## config.mk

```make
export PLATFORM = sky130hd
export DESIGN_NAME = mem_stage
export DESIGN_NICKNAME = d
export VERILOG_FILES = /design/src/rtl/mem_stage_pkg.sv /design/src/rtl/mem_stage_load_align.sv /design/src/rtl/mem_stage.sv
export SDC_FILE = /design/constraint.sdc
export NUM_CORES = 1
export LEC_CHECK = 0
export ABC_AREA = 1
export CAP_MARGIN = 20
export CORE_MARGIN = 10
export CORE_UTILIZATION = 40
export CTS_CLUSTER_SIZE = 20
export DETAILED_ROUTE_END_ITERATION = 8
export GPL_TIMING_DRIVEN = 0
export MAX_ROUTING_LAYER = met4
export PLACE_DENSITY = 0.7
export SYNTH_ARGS = -nofsm -noshare
export SYNTH_HDL_FRONTEND = slang
export SYNTH_SLANG_ARGS = --single-unit
```

## constraint.sdc

```tcl
create_clock -name clk -period 5.2 [get_ports clk]
set_input_delay 1.3 -clock clk [delete_from_list [all_inputs] [get_ports clk]]
set_output_delay 1.3 -clock clk [all_outputs]
set_load 0.01 [all_outputs]
```

## src/rtl/mem_stage_pkg.sv

```systemverilog
`default_nettype none
// ============================================================================
// Module      : mem_stage_pkg
// Description : Shared constants, bus layout and access-size decode for the
//               MEM pipeline stage.
// Revision    : 1.0 - initial release
// ============================================================================
package mem_stage_pkg;

  localparam int EX_TO_MEM_WD = 80;
  localparam int MEM_TO_WB_WD = 70;
  localparam int MEM_TO_ID_WD = 38;
  localparam int STALL_W      = 6;

  localparam logic STOP    = 1'b1;
  localparam logic NO_STOP = 1'b0;

  localparam logic [3:0] READEN_LW  = 4'b0001;
  localparam logic [3:0] READEN_LB  = 4'b0101;
  localparam logic [3:0] READEN_LH  = 4'b0111;
  localparam logic [3:0] READEN_LBU = 4'b1101;
  localparam logic [3:0] READEN_LHU = 4'b1111;

  localparam int RD_HALF_BIT = 1;
  localparam int RD_SUB_BIT  = 2;
  localparam int RD_UNS_BIT  = 3;

  typedef enum logic [1:0] {
    ACC_WORD = 2'd0,
    ACC_HALF = 2'd1,
    ACC_BYTE = 2'd2
  } acc_size_e;

  typedef struct packed {
    logic [3:0]  readen;
    logic [31:0] pc;
    logic        ram_en;
    logic [3:0]  ram_wen;
    logic        sel_rf_res;
    logic        rf_we;
    logic [4:0]  rf_waddr;
    logic [31:0] ex_result;
  } ex_mem_bus_t;

  // readen=0 falls out as a word access because the sub-word bit is clear.
  function automatic acc_size_e decode_size(input logic [3:0] readen);
    if (!readen[RD_SUB_BIT])      return ACC_WORD;
    else if (readen[RD_HALF_BIT]) return ACC_HALF;
    else                          return ACC_BYTE;
  endfunction

endpackage
`default_nettype wire

```

## src/rtl/mem_stage_load_align.sv

```systemverilog
`default_nettype none
// ============================================================================
// Module      : load_align
// Description : Byte/halfword/word lane selection with sign or zero extension.
// Revision    : 1.0 - initial release
// ============================================================================
module load_align
  import mem_stage_pkg::*;
(
  input  logic [31:0] rdata_i,
  input  logic [1:0]  addr_i,
  input  logic [3:0]  readen_i,
  output logic [31:0] load_data_o
);

  logic [7:0]  w_byte_lane;
  logic [15:0] w_half_lane;
  logic        w_sext;
  acc_size_e   w_size;
  logic        w_unused_ok;

  assign w_byte_lane = rdata_i[{addr_i, 3'b000} +: 8];
  assign w_half_lane = addr_i[1] ? rdata_i[31:16] : rdata_i[15:0];
  assign w_sext      = ~readen_i[RD_UNS_BIT];
  assign w_size      = decode_size(readen_i);
  assign w_unused_ok = readen_i[0];

  always_comb begin
    load_data_o = rdata_i;
    case (w_size)
      ACC_BYTE: load_data_o = {{24{w_sext & w_byte_lane[7]}}, w_byte_lane};
      ACC_HALF: load_data_o = {{16{w_sext & w_half_lane[15]}}, w_half_lane};
      default:  load_data_o = rdata_i;
    endcase
  end

endmodule
`default_nettype wire

```

## src/rtl/mem_stage.sv

```systemverilog
`default_nettype none
// ============================================================================
// Module      : mem_stage
// Description : MEM pipeline stage: stage register, stall-safe SRAM read
//               capture, load extraction and WB/forwarding buses.
//               Optional misaligned-load check: define MEM_ALIGN_CHECK_EN.
// Revision    : 1.0 - initial release
// ============================================================================
module mem_stage #(
  parameter int EX_TO_MEM_WD = 80,
  parameter int MEM_TO_WB_WD = 70,
  parameter int STALL_W      = 6
) (
  input  logic                    clk,
  input  logic                    rst,
  input  logic [STALL_W-1:0]      stall,
  input  logic [EX_TO_MEM_WD-1:0] ex_to_mem_bus,
  input  logic [31:0]             data_sram_rdata,
  output logic [MEM_TO_WB_WD-1:0] mem_to_wb_bus,
  output logic [37:0]             mem_to_id,
  output logic                    mem_is_load,
  output logic                    mem_misalign
);
  import mem_stage_pkg::*;

  ex_mem_bus_t bus_q, bus_d;
  logic [31:0] rdata_hold_q, rdata_hold_d;
  logic        hold_vld_q, hold_vld_d;

  logic        w_bubble;
  logic        w_advance;
  logic [31:0] w_rdata_eff;
  logic [31:0] w_load_data;
  logic [31:0] w_rf_wdata;
  logic        w_rf_we;
  logic        w_misalign;
  logic        w_unused_ok;

  assign w_bubble  = (stall[3] == STOP) && (stall[4] == NO_STOP);
  assign w_advance = (stall[3] == NO_STOP);

  // The SRAM word is only valid in the first cycle the load sits in MEM,
  // so a stalled load latches it once and replays it until it moves on.
  always_comb begin
    bus_d        = bus_q;
    rdata_hold_d = rdata_hold_q;
    hold_vld_d   = hold_vld_q;
    if (w_bubble) begin
      bus_d      = '0;
      hold_vld_d = 1'b0;
    end else if (w_advance) begin
      bus_d      = ex_mem_bus_t'(ex_to_mem_bus);
      hold_vld_d = 1'b0;
    end else if (!hold_vld_q) begin
      rdata_hold_d = data_sram_rdata;
      hold_vld_d   = 1'b1;
    end
  end

  always_ff @(posedge clk or posedge rst) begin
    if (rst) begin
      bus_q        <= '0;
      rdata_hold_q <= '0;
      hold_vld_q   <= 1'b0;
    end else begin
      bus_q        <= bus_d;
      rdata_hold_q <= rdata_hold_d;
      hold_vld_q   <= hold_vld_d;
    end
  end

  assign w_rdata_eff = hold_vld_q ? rdata_hold_q : data_sram_rdata;

  load_align u_load_align (
    .rdata_i     (w_rdata_eff),
    .addr_i      (bus_q.ex_result[1:0]),
    .readen_i    (bus_q.readen),
    .load_data_o (w_load_data)
  );

`ifdef MEM_ALIGN_CHECK_EN
  acc_size_e w_size;
  assign w_size     = decode_size(bus_q.readen);
  assign w_misalign = bus_q.sel_rf_res &&
                      (((w_size == ACC_HALF) && bus_q.ex_result[0]) ||
                       ((w_size == ACC_WORD) && (bus_q.ex_result[1:0] != 2'b00)));
`else
  assign w_misalign = 1'b0;
`endif

  assign w_rf_wdata = bus_q.sel_rf_res ? w_load_data : bus_q.ex_result;
  assign w_rf_we    = bus_q.rf_we & ~w_misalign;

  assign mem_to_wb_bus = {bus_q.pc, w_rf_we, bus_q.rf_waddr, w_rf_wdata};
  assign mem_to_id     = {w_rf_we, bus_q.rf_waddr, w_rf_wdata};
  assign mem_is_load   = bus_q.sel_rf_res & bus_q.ram_en;
  assign mem_misalign  = w_misalign;

  // Store byte enables and the remaining stall bits are owned by other stages.
  assign w_unused_ok = ^{bus_q.ram_wen, stall[2:0], stall[STALL_W-1:5]};

endmodule
`default_nettype wire

```

# == Word level (Yosys, flattened, before mapping) ==
# Cells that the tools add are included.
# totals
register_bits,109
input_bits,120
out_inout_bits,110
elab_cells,31
# op_classes
n_eq_ne,3
shifts,1
n_mux,10
bitwise_logic,6
reduce_logical,2
# ops
operator,n
$mux W80,2
$mux W32,2
$pmux W32 S2,1
$shiftx A32 B6 Y8,1
$mux W16,1
$mux W2,2
$and A1 B1 Y1,3
$not A1 Y1,3
$eq A2 B1 Y1 const B,1
$eq A2 B2 Y1 const B,1
$mux W1,2
$ne A2 B1 Y1 const B,1
$reduce_and A2 Y1,1
$logic_and A1 B1 Y1,1

# == Logic depth before layout (Yosys ltp) ==
# logic_depth
word_depth,5
mapped_depth,13
ltp_nobuf,11

# == By module ==
# A second synthesis with hierarchy kept.
# unflattened
cells_unflattened,874
hier_area_um2,6416.2
# modules_own_cells
module,n_inst,cells_per_inst,area_each_um2,seq_area_each_um2
mem_stage,1,714,5534.1,2727.6
load_align,1,160,882.1,0.0

# == Least setup slack after synthesis ==
# OpenSTA, ideal clock, no wires.
# synth_path
path_type,input to output
from,input data_sram_rdata[23]
to,output mem_to_wb_bus[21]
arrival_time_ps,2245
required_time_ps,3900
setup_slack_ps,1655
stages,10
n_path_buf,2
path_cell_list,inv_1 > nand2_1 > nand3_1 > nand2_1 > nand2_1 > nand3_2 > nand2_4 > buf_6 > a21oi_2 > buf_4
# synth_via
elab_chain_len,5
# synth_rtl
item,line,source
from (decl),mem_stage.sv:18,"input logic [31:0] data_sram_rdata,"
$mux W32,--,
$shiftx A32 B6 Y8,mem_stage_load_align.sv:22,"assign w_byte_lane = rdata_i[{addr_i, 3'b000} +: 8];"
$and A1 B1 Y1,mem_stage_load_align.sv:31,"ACC_BYTE: load_data_o = {{24{w_sext & w_byte_lane[7]}}, w_byte_lane};"
$pmux W32 S2,mem_stage_load_align.sv:30,case (w_size)
$mux W32,mem_stage.sv:91,assign w_rf_wdata = bus_q.sel_rf_res ? w_load_data : bus_q.ex_result;
to (decl),mem_stage.sv:19,"output logic [MEM_TO_WB_WD-1:0] mem_to_wb_bus,"
# No other way between the ends.

# == Worst setup path in the final report ==
# layout_path
from,input data_sram_rdata[23]
to,output mem_to_wb_bus[27]
# The elaborated chain is that of the path after synthesis.

==> metrics.yaml <==
yosys:
  synth-seq-cells: 108
  synth_edf_count: 0
  ys.flop_type: "dfrtp_1"
  synth_nets: 967
  ys_types: 30
  syn_inst: 847
  ys_seq_area_frac: 0.4321
  async_flop_share: 1.000
  synth.avg_cell_area_um2: 7.385
  yosysWarnings: 0
  syn-cell-area_mm2: 0.006255
drt:
  dr.first_iter.drc_count: 481
  drc: 0
  drt_pass1_iterations: 5
  vias: 6120
  wirelength_um: 21790
  wl_per_cell_um: 16.84
  via_per_inst: 4.730
  postRouteAntennaNets: 0
global_route:
  grt_max_degree: 55
  grt_usage: 0.2104
  grt_pass1_wl_um: 34360
  grt_overflow: 0
  grt_pass1_vias: 6119
  antenna_found_initial: 0
finish:
  fin_nets: 1198
  antenna-diode-count: 0
  final_util: 0.5944
  drive_gt1_frac: 0.1348
  syn_to_final_growth_pct: 45.01
  final_cell_mix: "224 x nand2_1, 218 x clkdlybuf4s50_1, 113 x inv_1, 108 x dfrtp_1, 88 x o21ai_0"
  final_common_cell: "nand2_1"
setup_path:
  path_class: "in2out"
  endpoint_kind: "output pin"
  crit_fanout: 10
  critPathRequiredTime_ns: 3.90
  cp.arrival_ns: 3.43
  setup.worst_path.start_class: "primary input"
die:
  core_mm2: 0.01526
  start_util: 0.4099
  die_height_um: 145.0
  ios: 230
  placementRows: 45
  dieArea_mm2: 0.02104
  fp.dieW_um: 145.0
clock_tree:
  numCtsBuffers: 9
  htreeDepth: 3
  clk_latency_ns: 0.36
  clockRootBuffer: "clkbuf_16"
  cts.sinks: 108
  hold_buffers: 0
  post_cts_buffers: 0
  cts_buffer_depth: 2
  cts-resized-gates: 0
  cts_tree: "built"
  clk_pin_slew_ns: 0.08
power_and_ir_drop:
  vdd.ir_drop.worst_uv: 191.8
  p_leak_uw: 0.004472
  power_frac_seq: 0.394
  power_density_mw_per_mm2: 269.3
  internal_power_uw: 1701
  pwr-share-clk: 0.306
  power_switching_uw: 741.2
  combPwrFrac: 0.300
  p_sw_frac: 0.3035
timing:
  drv_slew: 0
  fin_crit_ns: 4.728
  tightest_slew_ns: 0.6127
  fmax_mhz: 211.5
  skew_ns: 0.008690
  rsz0062_at_grt: "false"
  relSlewSlack: 0.5916
  fin_crit_sh: 0.9092
  final-setup-viol-count: 0
  finalHoldViolCount: 0
  hold_ws_ns: 0.4880
place:
  gp_congestion: 0.9734
  hpwl_um: 17080
  port_buffers: 218
run_status:
  status: "finished, final reports clean"
min_path:
  worstHoldPathType: "reg2reg"
job:
  max_cap_viol_count: 0
## per-layer routing
layer / vias to the layer above / routed length (um) / track usage / share of wire
met5: - / 0 / - / 0
met4: 0 / 374 / 0.04494 / 0.017
met3: 25 / 2272 / 0.08258 / 0.10
met2: 264 / 9962 / 0.3254 / 0.46
met1: 2787 / 9183 / 0.2546 / 0.42
li1: 3044 / - / - / -
## synthesized netlist by cell type, types with 6 or more instances
| cell | count | area (um^2) |
|---|---|---|
| a21oi_1 | 26 | 130.1 |
| a21oi_2 | 10 | 87.58 |
| a31oi_1 | 23 | 143.9 |
| buf_2 | 19 | 95.09 |
| buf_4 | 81 | 608.1 |
| clkbuf_1 | 13 | 48.80 |
| dfrtp_1 | 108 | 2703 |
| inv_1 | 114 | 427.9 |
| nand2_1 | 224 | 840.8 |
| nand3_1 | 45 | 225.2 |
| nor2_1 | 53 | 198.9 |
| o211ai_1 | 6 | 45.04 |
| o21ai_0 | 88 | 440.4 |
| o22ai_1 | 6 | 37.54 |
## cells by family (layout without fill, tap and decap cells)
group | Yosys count | count (layout) | share of synthesized area
and+or+nand+nor | 333 | 333 | 0.2162
other | 1 | 1 | 0.0005995
AOI/OAI and AO/OA | 166 | 166 | 0.1482
DFF | 108 | 108 | 0.4321
buffers and inverters | 239 | 475 | 0.2028
## final timing paths
kind	startpoint	to	slack, ns	cells after the start
min in group asynchronous	rst	mem_to_wb_bus[41]$_DFFE_PP0N_	1.23	2
min	mem_to_wb_bus[58]$_DFFE_PP0N_	mem_to_wb_bus[58]$_DFFE_PP0N_	0.49	2
min reg2reg	mem_to_wb_bus[58]$_DFFE_PP0N_	mem_to_wb_bus[58]$_DFFE_PP0N_	0.49	2
max reg2reg	bus_q[38]$_DFFE_PP0N_	bus_q[38]$_DFFE_PP0N_	3.78	4
max	data_sram_rdata[23]	mem_to_wb_bus[27]	0.47	12
max in group asynchronous	rst	rdata_hold_q[2]$_DFFE_PP0P_	3.12	4
## flip-flops by register name, summed over array words and instances, names as in the netlist
| signal | cells |
|---|---|
| rdata_hold_q | 32 |
| hold_vld_q | 1 |
| mem_to_wb_bus | 32 |
| mem_to_id | 5 |
| w_rf_we | 1 |
| bus_q | 37 |
## worst max-delay path: stages
cell	delay [ns]
clkdlybuf4s50_1	0.45
inv_1	0.04
nand2_1	0.12
nand3_1	0.11
nand2_1	0.08
nand2_1	0.08
nand3_2	0.08
nand2_4	0.09
buf_6	0.18
a21oi_2	0.21
buf_4	0.14
clkdlybuf4s50_1	0.53
## per-stage QoR
step	setup WS (ns)	total power, uW	cells	cell area [um^2]	TNS, ns
after floorplan	1.054	1343	847	6255	0
after global placement	-0.7822	1698	1276	8701	-83.42
after detailed placement	0.4796	1713	1278	8751	0
after CTS	0.4644	2458	1294	9070	0
after global routing	0.3101	2568	1294	9070	0
final	0.4720	2442	1294	9070	0
## power groups by stage
stage | clock [uW] | combinational [uW] | sequential [uW]
2_1_floorplan | 0 | 378 | 966
3_3_place_gp | 0 | 723 | 975
3_5_place_dp | 0 | 736 | 976
4_1_cts | 758 | 739 | 961
5_1_grt | 793 | 803 | 972
6_report | 747 | 734 | 962
## cell type report
cell class	instances	area [um^2]
buffer	122	824.5
multi-input combinational	500	2283
timing repair buffer	220	2230
sequential	108	2703
clock buffer	10	239.0
clock inverter	6	80.08
tap	211	264.0
fill	1448	6188
inverter	117	446.7
No activity file was read; power rests on OpenSTA's default activity.
